<file path="src/rtl/shiftreg_param.sv">
`default_nettype none
// ============================================================================
// Module   : shiftreg_param
// Purpose  : Parameterised shift/rotate register with a small IDLE/RUN/DONE
//            controller. Single-cycle ops (set, load, clear) complete at the
//            accepting edge. Shift and rotate ops step one bit per clock for
//            'amt' cycles.
// Ports    : clk    - clock, rising-edge active
//            rst    - asynchronous active-high reset
//            start  - begin an operation (accepted in IDLE only)
//            op     - operation code (see c_OP_* below)
//            amt    - shift/rotate step count, 0..WIDTH-1
//            datain - parallel load data
//            sin    - serial fill bit for shift-left, sampled on every step
//            out    - register contents
//            sout   - last bit shifted or rotated out
//            busy   - high while a multi-step operation runs
//            done   - one-cycle completion pulse
// Revision : 1.0 - initial release
// ============================================================================
module shiftreg_param #(
  parameter int WIDTH = 8,
  parameter int AMT_W = 3
) (
  input  logic             clk,
  input  logic             rst,
  input  logic             start,
  input  logic [2:0]       op,
  input  logic [AMT_W-1:0] amt,
  input  logic [WIDTH-1:0] datain,
  input  logic             sin,
  output logic [WIDTH-1:0] out,
  output logic             sout,
  output logic             busy,
  output logic             done
);

  localparam logic [2:0] c_OP_SET  = 3'b000;
  localparam logic [2:0] c_OP_SHL  = 3'b001;
  localparam logic [2:0] c_OP_ROL  = 3'b010;
  localparam logic [2:0] c_OP_SHR  = 3'b011;
  localparam logic [2:0] c_OP_SAR  = 3'b100;
  localparam logic [2:0] c_OP_ROR  = 3'b101;
  localparam logic [2:0] c_OP_LOAD = 3'b110;
  localparam logic [2:0] c_OP_CLR  = 3'b111;

  localparam logic [AMT_W-1:0] c_CNT_ONE = AMT_W'(1);

  typedef enum logic [1:0] {
    S_IDLE = 2'd0,
    S_RUN  = 2'd1,
    S_DONE = 2'd2
  } state_t;

  state_t             state_q;
  logic [WIDTH-1:0]   out_q;
  logic               sout_q;
  logic [2:0]         op_q;
  logic [AMT_W-1:0]   cnt_q;
  logic               busy_q;
  logic               done_q;

  // Result of one single-bit step of the latched op.
  logic [WIDTH-1:0]   step_d;
  logic               step_sout_d;

  always_comb begin
    step_d      = out_q;
    step_sout_d = sout_q;
    case (op_q)
      c_OP_SHL: begin
        step_d      = {out_q[WIDTH-2:0], sin};
        step_sout_d = out_q[WIDTH-1];
      end
      c_OP_ROL: begin
        step_d      = {out_q[WIDTH-2:0], out_q[WIDTH-1]};
        step_sout_d = out_q[WIDTH-1];
      end
      c_OP_SHR: begin
        step_d      = {1'b0, out_q[WIDTH-1:1]};
        step_sout_d = out_q[0];
      end
      c_OP_SAR: begin
        step_d      = {out_q[WIDTH-1], out_q[WIDTH-1:1]};
        step_sout_d = out_q[0];
      end
      c_OP_ROR: begin
        step_d      = {out_q[0], out_q[WIDTH-1:1]};
        step_sout_d = out_q[0];
      end
      default: begin
        step_d      = out_q;
        step_sout_d = sout_q;
      end
    endcase
  end

  // busy/done are registered alongside the state so they are glitch-free.
  always_ff @(posedge clk or posedge rst) begin
    if (rst) begin
      state_q <= S_IDLE;
      out_q   <= '0;
      sout_q  <= 1'b0;
      op_q    <= c_OP_SET;
      cnt_q   <= '0;
      busy_q  <= 1'b0;
      done_q  <= 1'b0;
    end else begin
      case (state_q)
        S_IDLE: begin
          if (start) begin
            case (op)
              c_OP_SET, c_OP_LOAD, c_OP_CLR: begin
                if (op == c_OP_SET) begin
                  out_q <= '1;
                end else if (op == c_OP_LOAD) begin
                  out_q <= datain;
                end else begin
                  out_q <= '0;
                end
                state_q <= S_DONE;
                done_q  <= 1'b1;
                busy_q  <= 1'b0;
              end
              default: begin
                // Latch op/amt so input changes during RUN have no effect.
                op_q    <= op;
                cnt_q   <= amt;
                state_q <= S_RUN;
                busy_q  <= 1'b1;
                done_q  <= 1'b0;
              end
            endcase
          end
        end
        S_RUN: begin
          if (cnt_q != '0) begin
            out_q  <= step_d;
            sout_q <= step_sout_d;
            cnt_q  <= cnt_q - c_CNT_ONE;
          end
          // amt=0 still spends one RUN cycle, then completes unchanged.
          if (cnt_q == '0 || cnt_q == c_CNT_ONE) begin
            state_q <= S_DONE;
            busy_q  <= 1'b0;
            done_q  <= 1'b1;
          end
        end
        S_DONE: begin
          state_q <= S_IDLE;
          done_q  <= 1'b0;
          busy_q  <= 1'b0;
        end
        default: begin
          state_q <= S_IDLE;
          done_q  <= 1'b0;
          busy_q  <= 1'b0;
        end
      endcase
    end
  end

  assign out  = out_q;
  assign sout = sout_q;
  assign busy = busy_q;
  assign done = done_q;

endmodule
`default_nettype wire

</file>
<file path="config.mk">
export PLATFORM = sky130hd
export DESIGN_NAME = shiftreg_param
export DESIGN_NICKNAME = d
export VERILOG_FILES = /design/src/rtl/shiftreg_param.sv
export SDC_FILE = /design/constraint.sdc
export NUM_CORES = 1
export LEC_CHECK = 0
export CAP_MARGIN = 30
export CELL_PAD_IN_SITES_DETAIL_PLACEMENT = 0
export CELL_PAD_IN_SITES_GLOBAL_PLACEMENT = 1
export CORE_MARGIN = 2
export CORE_UTILIZATION = 33
export DETAILED_ROUTE_END_ITERATION = 16
export PLACE_DENSITY = 0.72
export SYNTH_ARGS = -nofsm -noshare
export SYNTH_HDL_FRONTEND = slang
export SYNTH_SLANG_ARGS = --single-unit
</file>
<file path="constraint.sdc">
create_clock -name clk -period 1.7 [get_ports clk]
set_input_delay 0.34 -clock clk [delete_from_list [all_inputs] [get_ports clk]]
set_output_delay 0.34 -clock clk [all_outputs]
set_load 0.02 [all_outputs]
</file>
# Yosys cells after proc, flatten, opt, wreduce, memory -nomap -nowiden
# Cells that the tools add are included.
[classes]
add_sub_neg = 1
mul = 0
div = 0
order_cmp = 0
eq_ne = 17
shift = 0
muxes = 24
n_bitwise = 1
reduce_logical = 16
[op_table]
columns = ["operator", "n"]
rows = [
  ["8-bit two-way mux", 5],
  ["8-bit case mux with 5 select lines", 1],
  ["8-bit case mux with 2 select lines", 1],
  ["3-bit equality test (second input constant)", 4],
  ["2-bit inequality test (second input constant)", 5],
  ["3-bit two-way mux", 3],
  ["3-bit by 1-bit equality test with 1-bit output (second input constant)", 2],
  ["3-bit by 2-bit equality test with 1-bit output (second input constant)", 2],
  ["3-bit zero test", 2],
  ["1-bit two-way mux", 6],
  ["2-bit two-way mux", 3],
  ["6-bit by 1-bit inequality test with 1-bit output (second input constant)", 1],
  ["1-bit case mux with 2 select lines", 3],
  ["3-bit case mux with 2 select lines", 1],
  ["3-bit AND reduction", 2],
  ["6-bit AND reduction", 1],
  ["3-bit OR reduction", 2],
  ["5-bit by 1-bit inequality test with 1-bit output (second input constant)", 1],
  ["5-bit AND reduction", 1],
  ["2-bit case mux with 2 select lines", 1],
  ["4-bit AND reduction", 1],
  ["2-bit nonzero test", 2],
  ["3-bit nonzero test", 1],
  ["3-bit by 1-bit subtractor with 3-bit output (second input constant)", 1],
  ["other kinds (7)", 7],
]
[word_totals]
regBits = 19
latchBits = 0
ram_bits = 0
rom_bits = 0
inputBits = 18
out_inout_bits = 11
wordCells = 67
memories = 0

# Logic depth before layout (Yosys ltp)
[logic_depth]
depth_word = 6
depth_mapped = 6
mapped_depth_nobuf = 6

# Worst setup path before layout
# No wires, ideal clock.
[synth_path]
path_type = "in2reg"
startpoint = "in op[0]"
endpoint = "reg out_q[1] (netlist: out[1])"
setup_time_ps = 125
t_arrival_ps = 1598
required_ps = 1575
path_slack_ps = -23
cell_stages = 5
n_path_buf = 1
cell_sequence = "buf_6 or3_4 and2_4 o21ai_4 mux2_2"
[synth_via]
elab_chain_len = 6
word_cells_on_any_way = 11
cone_classes = "3 x eq/ne; 5 x mux; 3 x reduce/logical"
[synth_lines]
columns = ["item", "line", "source"]
rows = [
  ["start, declared", "28", "input logic [2:0] op,"],
  ["3-bit equality test", "112, 116", ""],
  ["8-bit two-way mux", "116", "end else if (op == c_OP_LOAD) begin"],
  ["8-bit two-way mux", "114", "if (op == c_OP_SET) begin"],
  ["8-bit two-way mux", "112", "case (op)"],
  ["8-bit two-way mux", "111", "if (start) begin"],
  ["8-bit case mux with 2 select lines", "109", "case (state_q)"],
  ["end signal, assigned", "117", "out_q <= datain;"],
  ["end signal, assigned", "138", "out_q <= step_d;"],
  ["end, declared", "56", "logic [WIDTH-1:0] out_q;"],
]
# Several ways; a longest one is shown, not always the timed one. The select of a mux whose other input is x is not followed.
# A chain may end at the register's enable or synchronous reset.

# Worst setup path after layout
[layout_path]
startpoint = "reg op_q[1]"
endpoint = "reg out_q[3] (netlist: out[3])"
[layout_via]
elab_chain_len = 4
word_cells_on_any_way = 10
cone_classes = "6 x eq/ne; 3 x mux; 1 x reduce/logical"
[layout_lines]
columns = ["item", "line", "source"]
rows = [
  ["start, declared", "58", "logic [2:0] op_q;"],
  ["start signal, assigned", "104", "op_q <= c_OP_SET;"],
  ["start signal, assigned", "127", "op_q <= op;"],
  ["3-bit equality test (tied with other cells)", "70", "case (op_q)"],
  ["8-bit case mux with 5 select lines", "70", ""],
  ["8-bit two-way mux", "137", "if (cnt_q != '0) begin"],
  ["8-bit case mux with 2 select lines", "109", ""],
]
# Several ways; a longest one is shown, not always the timed one. The select of a mux whose other input is x is not followed.

==> flow_summary.ini <==
[clocking]
htree_num_levels = 1
cts_buffers = 3
clk_pin_slew_worst_paths_ps = 100
root_buffer = clkbuf_4
holdBufCountCts = 0
clock_latency_ps = 290
clk_path_buf_depth = 2
cts_tree = done
clock_sinks = 17

[die]
die_y_um = 63.3
dieArea_mm2 = 0.00401
die_width_um = 63.3
io_pins = 29
rows = 21
start_util_pct = 34.5
core-area_mm2 = 0.00336

[global_route]
antenna_found_initial = 0
grt.overflow.total = 0
grt_usage_pct = 15.2
grt_pass1_vias = 1055
grt_max_degree = 18
grt_first_pass_wirelength_mm = 4.79

[place]
dp_hpwl_mm = 2.15
dp_cells = 200
port_buffers = 28
place.gp.congestion = 0.749

[synthesis]
synthTopCellsByArea = dfrtp_1 37%, mux2_2 8.7%, a221o_1 5.2%, mux2i_1 5.2%, a211oi_1 4.5%
syn_avg_cell_area_um2 = 9.68
synth_top_area_cell = dfrtp_1
yosysSeqAreaShare_pct = 36.6
netlist_area_mm2 = 0.00116
synth_cell_types = 36
ys_ff_latch = 17
synth_top_area_share_pct = 36.6
yosys_warnings = 0
netlist_instances = 120
syn_nets = 141

[route]
first_pass_iters = 4
drtAntennaViolNets = 0
detail_route.wl_per_cell_um = 13.7
drt-total-wl_mm = 2.90
viasPerCell = 5.12
drc = 0
num_vias = 1081
drtIter0Drc = 25

[hold_path]
hp-class = in2async

[timing]
setup_violations = 0
fin_skew_ps = 2.75
maxSlewHeadroom_pct = 78.7
hold_ws_ps = 350
final.setup.tns_ps = 0
drv_slew = 0
finalHoldViolCount = 0
fin_crit_sh_pct = 98.8
worstMarginPinSlew_ps = 320
rsz0062_at_grt = yes
min_period_ps = 1680
timing.fmax_mhz = 596

[critical_path]
crit_path_end_kind = flop
ff2ff_setup_slack_ps = 20
crit_required_ps = 1880
critical_path_class = reg2reg
start_kind = flop
worstPathArrival_ps = 1860
cp_max_fo = 8

[pwr]
p_comb_share_pct = 64.3
peakVddDrop_mv = 0.670
power_switching_w = 0.00124
p_int_w = 0.00172
p_per_area_mw_per_mm2 = 1710
p_sw_share_pct = 42.0
p_clk_share_pct = 7.5
p_seq_share_pct = 28.2
p_leak_nw = 0.855

[run]
drv_cap = 0

[cells_and_area]
finalNonFillerCells = 211
num_antenna_cells = 0
drive_gt1_share_pct = 30.3
fin_nets = 187
syn2layout_area_growth_pct = 48.8

[outcome]
status = completed
[metal layers]
metal / share of wire, % / vias to the layer above / global-route usage (%)
met4: 1.7 / 0 / 7.88
met1: 47 / 509 / 19.1
met5: 0 / - / 0
met2: 48 / 23 / 25.5
met3: 3.7 / 4 / 1.61
li1: - / 545 / -
[final timing paths]
check,cells after the start,start,to
hold reg to reg,2,sout$_DFFE_PP0P_,sout$_DFFE_PP0P_
max in group asynchronous,3,rst,op_q[0]$_DFFE_PP0P_
setup / recovery,5,op_q[1]$_DFFE_PP0P_,out[3]$_DFFE_PP0P_
setup reg to reg,5,op_q[1]$_DFFE_PP0P_,out[3]$_DFFE_PP0P_
min in group clk,3,op[1],op_q[1]$_DFFE_PP0P_
hold / removal,3,rst,cnt_q[2]$_DFFE_PP0P_
[final cells by class]
class                           instances  area [um^2]
Multi-Input combinational cell         89          724
Fill cell                             352         1640
Tap cell                               46         57.6
Clock buffer                            4         26.3
Inverter                                7         26.3
Timing Repair Buffer                   48          464
Sequential cell                        17          429
[timing repair]
action | 4_1_cts | 5_1_grt
endpoints found under the setup margin | 10 | 17
gates resized for setup | 13 | 19
pin swaps | 4 | 2
setup buffers | 3 | 4
hold endpoints to repair | 0 | 0
[cells in the final DEF (no fill, tap or decap), types with 5 or more instances in the layout]
cell,count
dlymetal6s2s_1,8
o21ai_0,7
inv_1,5
dfrtp_1,14
buf_4,17
a221o_1,6
nand3_1,9
a211oi_1,7
clkdlybuf4s50_1,15
mux2i_1,6
dlygate4sd2_1,5
mux2_4,5
nand2_1,8
[cells in the mapped netlist]
cell type and n:
a21oi_1 3, nor2_1 3, inv_1 7, a311oi_1 1
and3_1 2, mux2i_1 6, nand3b_4 1, nand4_1 1
o21ai_0 7, mux2_2 9, a211oi_1 7, nor3_1 1
o21bai_1 1, nand2_1 9, nor2b_1 1, a221o_1 6
and2_4 1, or4b_2 1, or2_2 1, nand2b_1 2
or3_1 1, o21ai_4 1, ha_1 3, nand3_1 9
a22oi_1 1, nand2b_4 1, a41oi_1 1, or3b_1 1
dfrtp_1 17, clkbuf_1 6, or3_4 1, o22ai_1 1
a31oi_1 4, a21o_1 1, buf_6 1, o2111ai_1 1
[power by group through the flow]
| stage | Clock [W] | Combinational (W) | Sequential [W] |
|---|---|---|---|
| 2_1_floorplan | 0 | 0.000911 | 0.000922 |
| 3_3_place_gp | 0 | 0.00158 | 0.000820 |
| 3_5_place_dp | 0 | 0.00161 | 0.000829 |
| 4_1_cts | 0.000230 | 0.00175 | 0.000830 |
| 5_1_grt | 0.000254 | 0.00207 | 0.000867 |
| 6_report | 0.000223 | 0.00190 | 0.000835 |
[stage by stage]
stage	cell area (um^2)	setup WS, ps	util, %	power [W]
floorplan	1160	0.805	-	0.00183
global placement	1560	-360	46.5	0.00240
detailed placement	1560	-390	46.5	0.00244
CTS	1640	8.04	48.8	0.00281
global route	1730	-14.5	51.4	0.00319
finish	1730	20.8	51.4	0.00296
[kinds of logic (layout without fill, tap and decap cells)]
logic type	after synthesis	count (layout)	share of synthesized area, %
and+or+nand+nor	36	36	18.8
buffers and inverters	14	59	5.17
adders and majority gates	3	3	3.23
AOI/OAI and AO/OA	35	35	22.3
DFF	17	17	36.6
muxes	15	15	13.9
[worst max-delay path, stage by stage (launching register included)]
cell and delay (ps):
dfrtp_2 490, or3_1 380, nand4_1 170, o21ai_4 100
buf_12 140, mux2_4 290
[state kept, by name, indices dropped and copies added, names as in the netlist]
register / flops
sout: 1
cnt_q: 3
op_q: 3
state_q: 2
out: 8
(Power assumes the default switching activity.)
